===== src/rtl/cpu_mem_bridge.sv =====
// cpu_mem_bridge: turns one multicycle-core load/store into an Avalon-MM
// master access, stalls the core while it is in flight and returns aligned,
// sign/zero-extended load data. Bus accesses that hang are aborted after
// TIMEOUT_CYC cycles with a cpu_err pulse.
module cpu_mem_bridge #(
  parameter int TIMEOUT_CYC = 256
) (
  input  logic        clk,
  input  logic        Rst,
  input  logic        cpu_read,
  input  logic        cpu_write,
  input  logic [31:0] cpu_addr,
  input  logic [31:0] cpu_wdata,
  input  logic [1:0]  cpu_size,
  input  logic        cpu_signed,
  output logic        stall,
  output logic [31:0] cpu_rdata,
  output logic        cpu_err,
  output logic [31:0] avm_address,
  output logic        avm_read,
  output logic        avm_write,
  output logic [31:0] avm_writedata,
  output logic [3:0]  avm_byteenable,
  input  logic        avm_waitrequest,
  input  logic [31:0] avm_readdata,
  input  logic        avm_readdatavalid
);

  localparam int CW = (TIMEOUT_CYC > 2) ? $clog2(TIMEOUT_CYC) : 1;

  typedef enum logic [2:0] {
    S_IDLE, S_ISSUE, S_WAIT_DATA, S_DONE, S_ERROR
  } state_t;

  state_t        r_state, w_next;
  logic [31:0]   r_addr, r_wdata, r_rdata;
  logic [1:0]    r_size;
  logic          r_signed, r_is_rd;
  logic [CW-1:0] r_cnt;

  logic          w_req, w_illegal, w_timeout, w_accept;
  logic [31:0]   w_lane, w_ext;

  assign w_req     = cpu_read | cpu_write;
  assign w_timeout = (r_cnt == CW'(TIMEOUT_CYC - 1));
  assign w_accept  = (r_state == S_IDLE) & w_req & ~w_illegal;

  // Request legality: conflicting strobes, reserved size, or misalignment.
  always_comb begin
    w_illegal = 1'b0;
    if (cpu_read & cpu_write)                          w_illegal = 1'b1;
    if (cpu_size == 2'b11)                             w_illegal = 1'b1;
    if (cpu_size == 2'b01 && cpu_addr[0])              w_illegal = 1'b1;
    if (cpu_size == 2'b10 && cpu_addr[1:0] != 2'b00)   w_illegal = 1'b1;
  end

  // Next state and core/bus handshake outputs. A transfer accepted or data
  // returned in the last allowed cycle still completes rather than aborting.
  always_comb begin
    w_next    = r_state;
    stall     = 1'b0;
    avm_read  = 1'b0;
    avm_write = 1'b0;
    cpu_err   = 1'b0;
    case (r_state)
      S_IDLE: begin
        stall = w_req & ~w_illegal;
        if (w_req) w_next = w_illegal ? S_ERROR : S_ISSUE;
      end
      S_ISSUE: begin
        stall     = 1'b1;
        avm_read  = r_is_rd;
        avm_write = ~r_is_rd;
        if (!avm_waitrequest) w_next = r_is_rd ? S_WAIT_DATA : S_DONE;
        else if (w_timeout)   w_next = S_ERROR;
      end
      S_WAIT_DATA: begin
        stall = 1'b1;
        if (avm_readdatavalid) w_next = S_DONE;
        else if (w_timeout)    w_next = S_ERROR;
      end
      S_DONE:  w_next = S_IDLE;
      S_ERROR: begin
        cpu_err = 1'b1;
        w_next  = S_IDLE;
      end
      default: w_next = S_IDLE;
    endcase
  end

  // State register.
  always_ff @(posedge clk) begin
    if (Rst) r_state <= S_IDLE;
    else     r_state <= w_next;
  end

  // Request capture on acceptance; the bus sees only the latched copy.
  always_ff @(posedge clk) begin
    if (Rst) begin
      r_addr   <= '0;
      r_wdata  <= '0;
      r_size   <= 2'b10;
      r_signed <= 1'b0;
      r_is_rd  <= 1'b0;
    end else if (w_accept) begin
      r_addr   <= cpu_addr;
      r_wdata  <= cpu_wdata;
      r_size   <= cpu_size;
      r_signed <= cpu_signed;
      r_is_rd  <= cpu_read;
    end
  end

  // Access watchdog: zeroed as the access starts, runs through ISSUE/WAIT_DATA.
  always_ff @(posedge clk) begin
    if (Rst)                                                r_cnt <= '0;
    else if (w_accept)                                      r_cnt <= '0;
    else if (r_state == S_ISSUE || r_state == S_WAIT_DATA)  r_cnt <= r_cnt + CW'(1);
  end

  // Lane select and extension of returned read data.
  always_comb begin
    w_lane = avm_readdata >> {r_addr[1:0], 3'b000};
    case (r_size)
      2'b00:   w_ext = {{24{r_signed & w_lane[7]}},  w_lane[7:0]};
      2'b01:   w_ext = {{16{r_signed & w_lane[15]}}, w_lane[15:0]};
      default: w_ext = w_lane;
    endcase
  end

  // Load result; only data arriving while waiting for it is taken.
  always_ff @(posedge clk) begin
    if (Rst)                                             r_rdata <= '0;
    else if (r_state == S_WAIT_DATA && avm_readdatavalid) r_rdata <= w_ext;
  end

  // Lane enables and replicated store data from the latched request.
  always_comb begin
    case (r_size)
      2'b00: begin
        avm_byteenable = 4'b0001 << r_addr[1:0];
        avm_writedata  = {4{r_wdata[7:0]}};
      end
      2'b01: begin
        avm_byteenable = r_addr[1] ? 4'b1100 : 4'b0011;
        avm_writedata  = {2{r_wdata[15:0]}};
      end
      default: begin
        avm_byteenable = 4'b1111;
        avm_writedata  = r_wdata;
      end
    endcase
  end

  assign avm_address = {r_addr[31:2], 2'b00};
  assign cpu_rdata   = r_rdata;

endmodule


===== config.mk =====
export PLATFORM = sky130hd
export DESIGN_NAME = cpu_mem_bridge
export DESIGN_NICKNAME = d
export VERILOG_FILES = /design/src/rtl/cpu_mem_bridge.sv
export SDC_FILE = /design/constraint.sdc
export NUM_CORES = 1
export LEC_CHECK = 0
export CORE_ASPECT_RATIO = 1.4
export CORE_MARGIN = 2
export CORE_UTILIZATION = 48
export DETAILED_ROUTE_END_ITERATION = 10
export GPL_TIMING_DRIVEN = 0
export MAX_ROUTING_LAYER = met4
export PLACE_DENSITY = 0.95
export SLEW_MARGIN = 20
export SYNTH_ARGS = -nofsm -noshare
export SYNTH_HDL_FRONTEND = slang
export SYNTH_SLANG_ARGS = --single-unit
export TNS_END_PERCENT = 100

===== constraint.sdc =====
create_clock -name clk -period 2.5 [get_ports clk]
set_input_delay 0.625 -clock clk [delete_from_list [all_inputs] [get_ports clk]]
set_output_delay 0.625 -clock clk [all_outputs]
set_load 0.02 [all_outputs]

==> impl_metrics.xml <==
<?xml version="1.0" encoding="UTF-8"?>
<metrics>
  <group name="run_status">
    <metric name="status" unit="">finished, final reports clean</metric>
  </group>
  <group name="cts">
    <metric name="ctsLongestPathBuffers" unit="">2</metric>
    <metric name="cts.root.buffer_cell" unit="">clkbuf_16</metric>
    <metric name="cts_made_buffers" unit="">9</metric>
    <metric name="cts_stage_hold_buffer_count" unit="">0</metric>
    <metric name="cts.sinks" unit="">111</metric>
    <metric name="tritoncts" unit="">built</metric>
    <metric name="clock_tree.htree_level_count" unit="">3</metric>
    <metric name="worst_setup_hold_path_clk_slew" unit="ps">70</metric>
    <metric name="clk_latency" unit="ps">340</metric>
  </group>
  <group name="drt">
    <metric name="detailed_route_iter0_violations" unit="">250</metric>
    <metric name="drcViolationCount" unit="">0</metric>
    <metric name="detailedRoute.firstPassIterationCount" unit="">5</metric>
    <metric name="ant_nets" unit="">0</metric>
    <metric name="wl_per_cell" unit="µm">16.3</metric>
    <metric name="dr_total_vias" unit="">5603</metric>
    <metric name="routed_wl" unit="mm">17.2</metric>
    <metric name="route.detailed.vias_per_inst" unit="">5.32</metric>
  </group>
  <group name="floorplan">
    <metric name="boundaryPins" unit="">209</metric>
    <metric name="die_h" unit="µm">131</metric>
    <metric name="fp.coreArea" unit="µm²">11300</metric>
    <metric name="fp.dieArea" unit="µm²">12400</metric>
    <metric name="rows" unit="">46</metric>
    <metric name="fp.dieW" unit="µm">94.6</metric>
    <metric name="start_util" unit="%">48.9</metric>
  </group>
  <group name="finish">
    <metric name="final_cell_mix" unit="">nand2_1, clkdlybuf4s50_1, dfxtp_1</metric>
    <metric name="final_nets" unit="">1009</metric>
    <metric name="layout_commonest_cell" unit="">nand2_1</metric>
    <metric name="final_layout_size_suffix_gt1_share" unit="%">14.9</metric>
    <metric name="area.growth.synth_to_final" unit="%">46.0</metric>
  </group>
  <group name="placed_design">
    <metric name="place.detailed.hpwl" unit="mm">13.4</metric>
    <metric name="port-buffer-count" unit="">206</metric>
    <metric name="routabilityCongestion" unit="">0.889</metric>
    <metric name="placement.setup.worst_slack" unit="ps">-1010</metric>
  </group>
  <group name="setup_path">
    <metric name="crit_arrival" unit="ps">1800</metric>
    <metric name="worstSetupEndpointType" unit="">output port</metric>
    <metric name="required" unit="ps">1880</metric>
    <metric name="worst_setup_path_startpoint" unit="">r_size[1]</metric>
    <metric name="crit-reg2reg-launch" unit="">r_addr[1]</metric>
    <metric name="ff2ff_setup_slack" unit="ps">740</metric>
    <metric name="critPathKind" unit="">reg -&gt; out</metric>
    <metric name="ff2ff_path_depth" unit="">6</metric>
    <metric name="cp_startpoint_kind" unit="">register</metric>
    <metric name="crit_path_end" unit="">avm_writedata[19]</metric>
    <metric name="reg2reg_to" unit="">cpu_rdata[28]</metric>
    <metric name="timing.critical_path.fanout_max" unit="">10</metric>
  </group>
  <group name="logic_synthesis">
    <metric name="ys_ff_latch" unit="">111</metric>
    <metric name="syn-cell-area" unit="µm²">5520</metric>
    <metric name="yosysTopAreaCellShare" unit="%">40.3</metric>
    <metric name="synthesis.instances" unit="">687</metric>
    <metric name="synth_cell_type_count" unit="">56</metric>
    <metric name="post_synth.cell_area_avg" unit="µm²">8.03</metric>
    <metric name="synth.yosys.seq_area_share" unit="%">40.3</metric>
    <metric name="area_contributors_post_synth" unit="">dfxtp_1, nand2_1, a21oi_1</metric>
    <metric name="post_synth_edffs" unit="">0</metric>
    <metric name="synth.largest_area_cell" unit="">dfxtp_1</metric>
    <metric name="async_flop_share" unit="%">0</metric>
    <metric name="yosys_warnings" unit="">0</metric>
    <metric name="yosys_most_used_dff" unit="">dfxtp_1</metric>
  </group>
  <group name="sta">
    <metric name="finalCriticalPeriod" unit="ps">2430</metric>
    <metric name="final-setup-viol-count" unit="">0</metric>
    <metric name="rsz0062_at_grt" unit="">no</metric>
    <metric name="final_min_period_over_clock_period" unit="%">97.1</metric>
    <metric name="max_freq" unit="GHz">0.412</metric>
    <metric name="timing.slew.headroom" unit="%">48.5</metric>
    <metric name="worst_pin_slew" unit="ps">773</metric>
    <metric name="final_setup_skew" unit="ps">7.85</metric>
    <metric name="timing.final.max_slew_violations" unit="">0</metric>
    <metric name="post-route-worst-setup-slack" unit="ps">72.3</metric>
    <metric name="final_hold_viol_count" unit="">0</metric>
    <metric name="timing.setup.tns" unit="ps">0</metric>
  </group>
  <group name="global_routing">
    <metric name="grt_antenna_before_repair" unit="">1</metric>
    <metric name="grt_use_total" unit="%">28.4</metric>
    <metric name="grt.met1_usage" unit="%">29.6</metric>
    <metric name="grt_pass1_vias" unit="">5542</metric>
    <metric name="globalRoute.busiestLayer" unit="">met2</metric>
    <metric name="gr-usage-met3" unit="%">5.10</metric>
    <metric name="globalRouteOverflowTotal" unit="">0</metric>
    <metric name="grt_max_degree" unit="">20</metric>
    <metric name="globalRouteMet2Util" unit="%">51.0</metric>
    <metric name="grt_pass1_wl" unit="mm">26.5</metric>
  </group>
  <group name="min_path">
    <metric name="holdCritPathClass" unit="">reg -&gt; reg</metric>
  </group>
  <group name="run">
    <metric name="max_cap_violations" unit="">0</metric>
  </group>
  <group name="power">
    <metric name="worst_ir_drop_vdd" unit="mV">0.403</metric>
    <metric name="pwr_density" unit="nW/µm²">575</metric>
    <metric name="finalPower" unit="mW">4.63</metric>
    <metric name="power.leakage" unit="nW">3.08</metric>
  </group>
</metrics>
sequential cells by signal, summed over array words and instances (netlist names):
name / flops
cpu_rdata: 32
r_addr: 32
r_cnt: 8
r_is_rd: 1
r_signed: 1
r_size: 2
r_state: 3
r_wdata: 32
logic make-up (layout without fill, tap and decap cells):
kind of cell	count (synthesis)	after routing	synth area share, %
AOI/OAI and AO/OA	146	146	17.0
xor gates and xnor gates	10	10	1.72
adders and majority gates	1	1	0.227
buffers and inverters	93	313	10.4
DFF	111	111	40.3
muxes	41	41	8.19
other	1	4	0.0680
and+or+nand+nor	284	284	22.0
worst max-delay path, cell delays in order (launching register included):
cell and delay, ps:
dfxtp_1 310, clkbuf_4 220, clkbuf_4 230, mux2_2 350
dlygate4sd2_1 340
worst min-delay path by stage:
stage,start,end,slack (ps),depth (start not counted)
after floorplan,r_wdata[16],r_wdata[16],430,2
after global placement,r_wdata[23],r_wdata[23],440,2
after detailed placement,r_addr[27],r_addr[27],450,2
after CTS,r_addr[27],r_addr[27],460,2
after global routing,r_addr[16],r_addr[16],470,2
final,r_addr[10],r_addr[10],460,2
cells in the mapped netlist (2+ instances only):
master     instances
nor3b_1            2
mux2_2            23
nand2_1          202
buf_6              6
nor2b_1            2
clkbuf_1          20
dfxtp_1          111
a211oi_2          10
o211ai_1           7
nor3_1            11
a21oi_1           87
and2_1             2
nor3_2             3
buf_4             42
o2bb2ai_1          7
or3_1              3
buf_2             17
nor2_1            41
nand2b_1           5
mux2i_1           17
inv_1              4
nand3b_1           2
o21ai_0           16
nand4b_1           2
xnor2_1            8
clkbuf_2           2
a211oi_1           6
metrics by stage:
step | utilization (%) | instance area [µm²] | hold slack [ps] | std cells
floorplan | - | 5520 | 433 | 688
global placement | 68.8 | 7760 | 438 | 1038
detailed placement | 68.8 | 7760 | 447 | 1038
CTS | 71.1 | 8020 | 456 | 1051
global route | 71.3 | 8050 | 474 | 1053
finish | 71.4 | 8050 | 455 | 1054
area by class of cell:
cell class,count,area (µm²)
antenna,2,5.00
timing repair buffer,208,2040
tap,144,180
fill,920,3230
multi-input combinational,484,2740
inverter,5,18.8
sequential,111,2220
clock inverter,4,27.5
clock buffer,12,246
buffer,84,568
layer usage:
layer	up-vias	share of wire, %
met4	0	4.7
li1	2691	-
met2	240	52
met5	-	0
met3	54	6.1
met1	2618	37
what timing repair did:
item | in CTS | in global routing
resized for setup | 51 | 4
pin swaps | 3 | 0
endpoints found under the hold margin | 0 | 0
setup endpoints to repair | 27 | 10
setup buffers | 1 | 1
report_power, final:
group	internal, mW	switching, mW
Combinational	0.611	0.699
Sequential	1.88	0.0819
Clock	0.709	0.652
No activity file was read; power rests on OpenSTA's default activity.
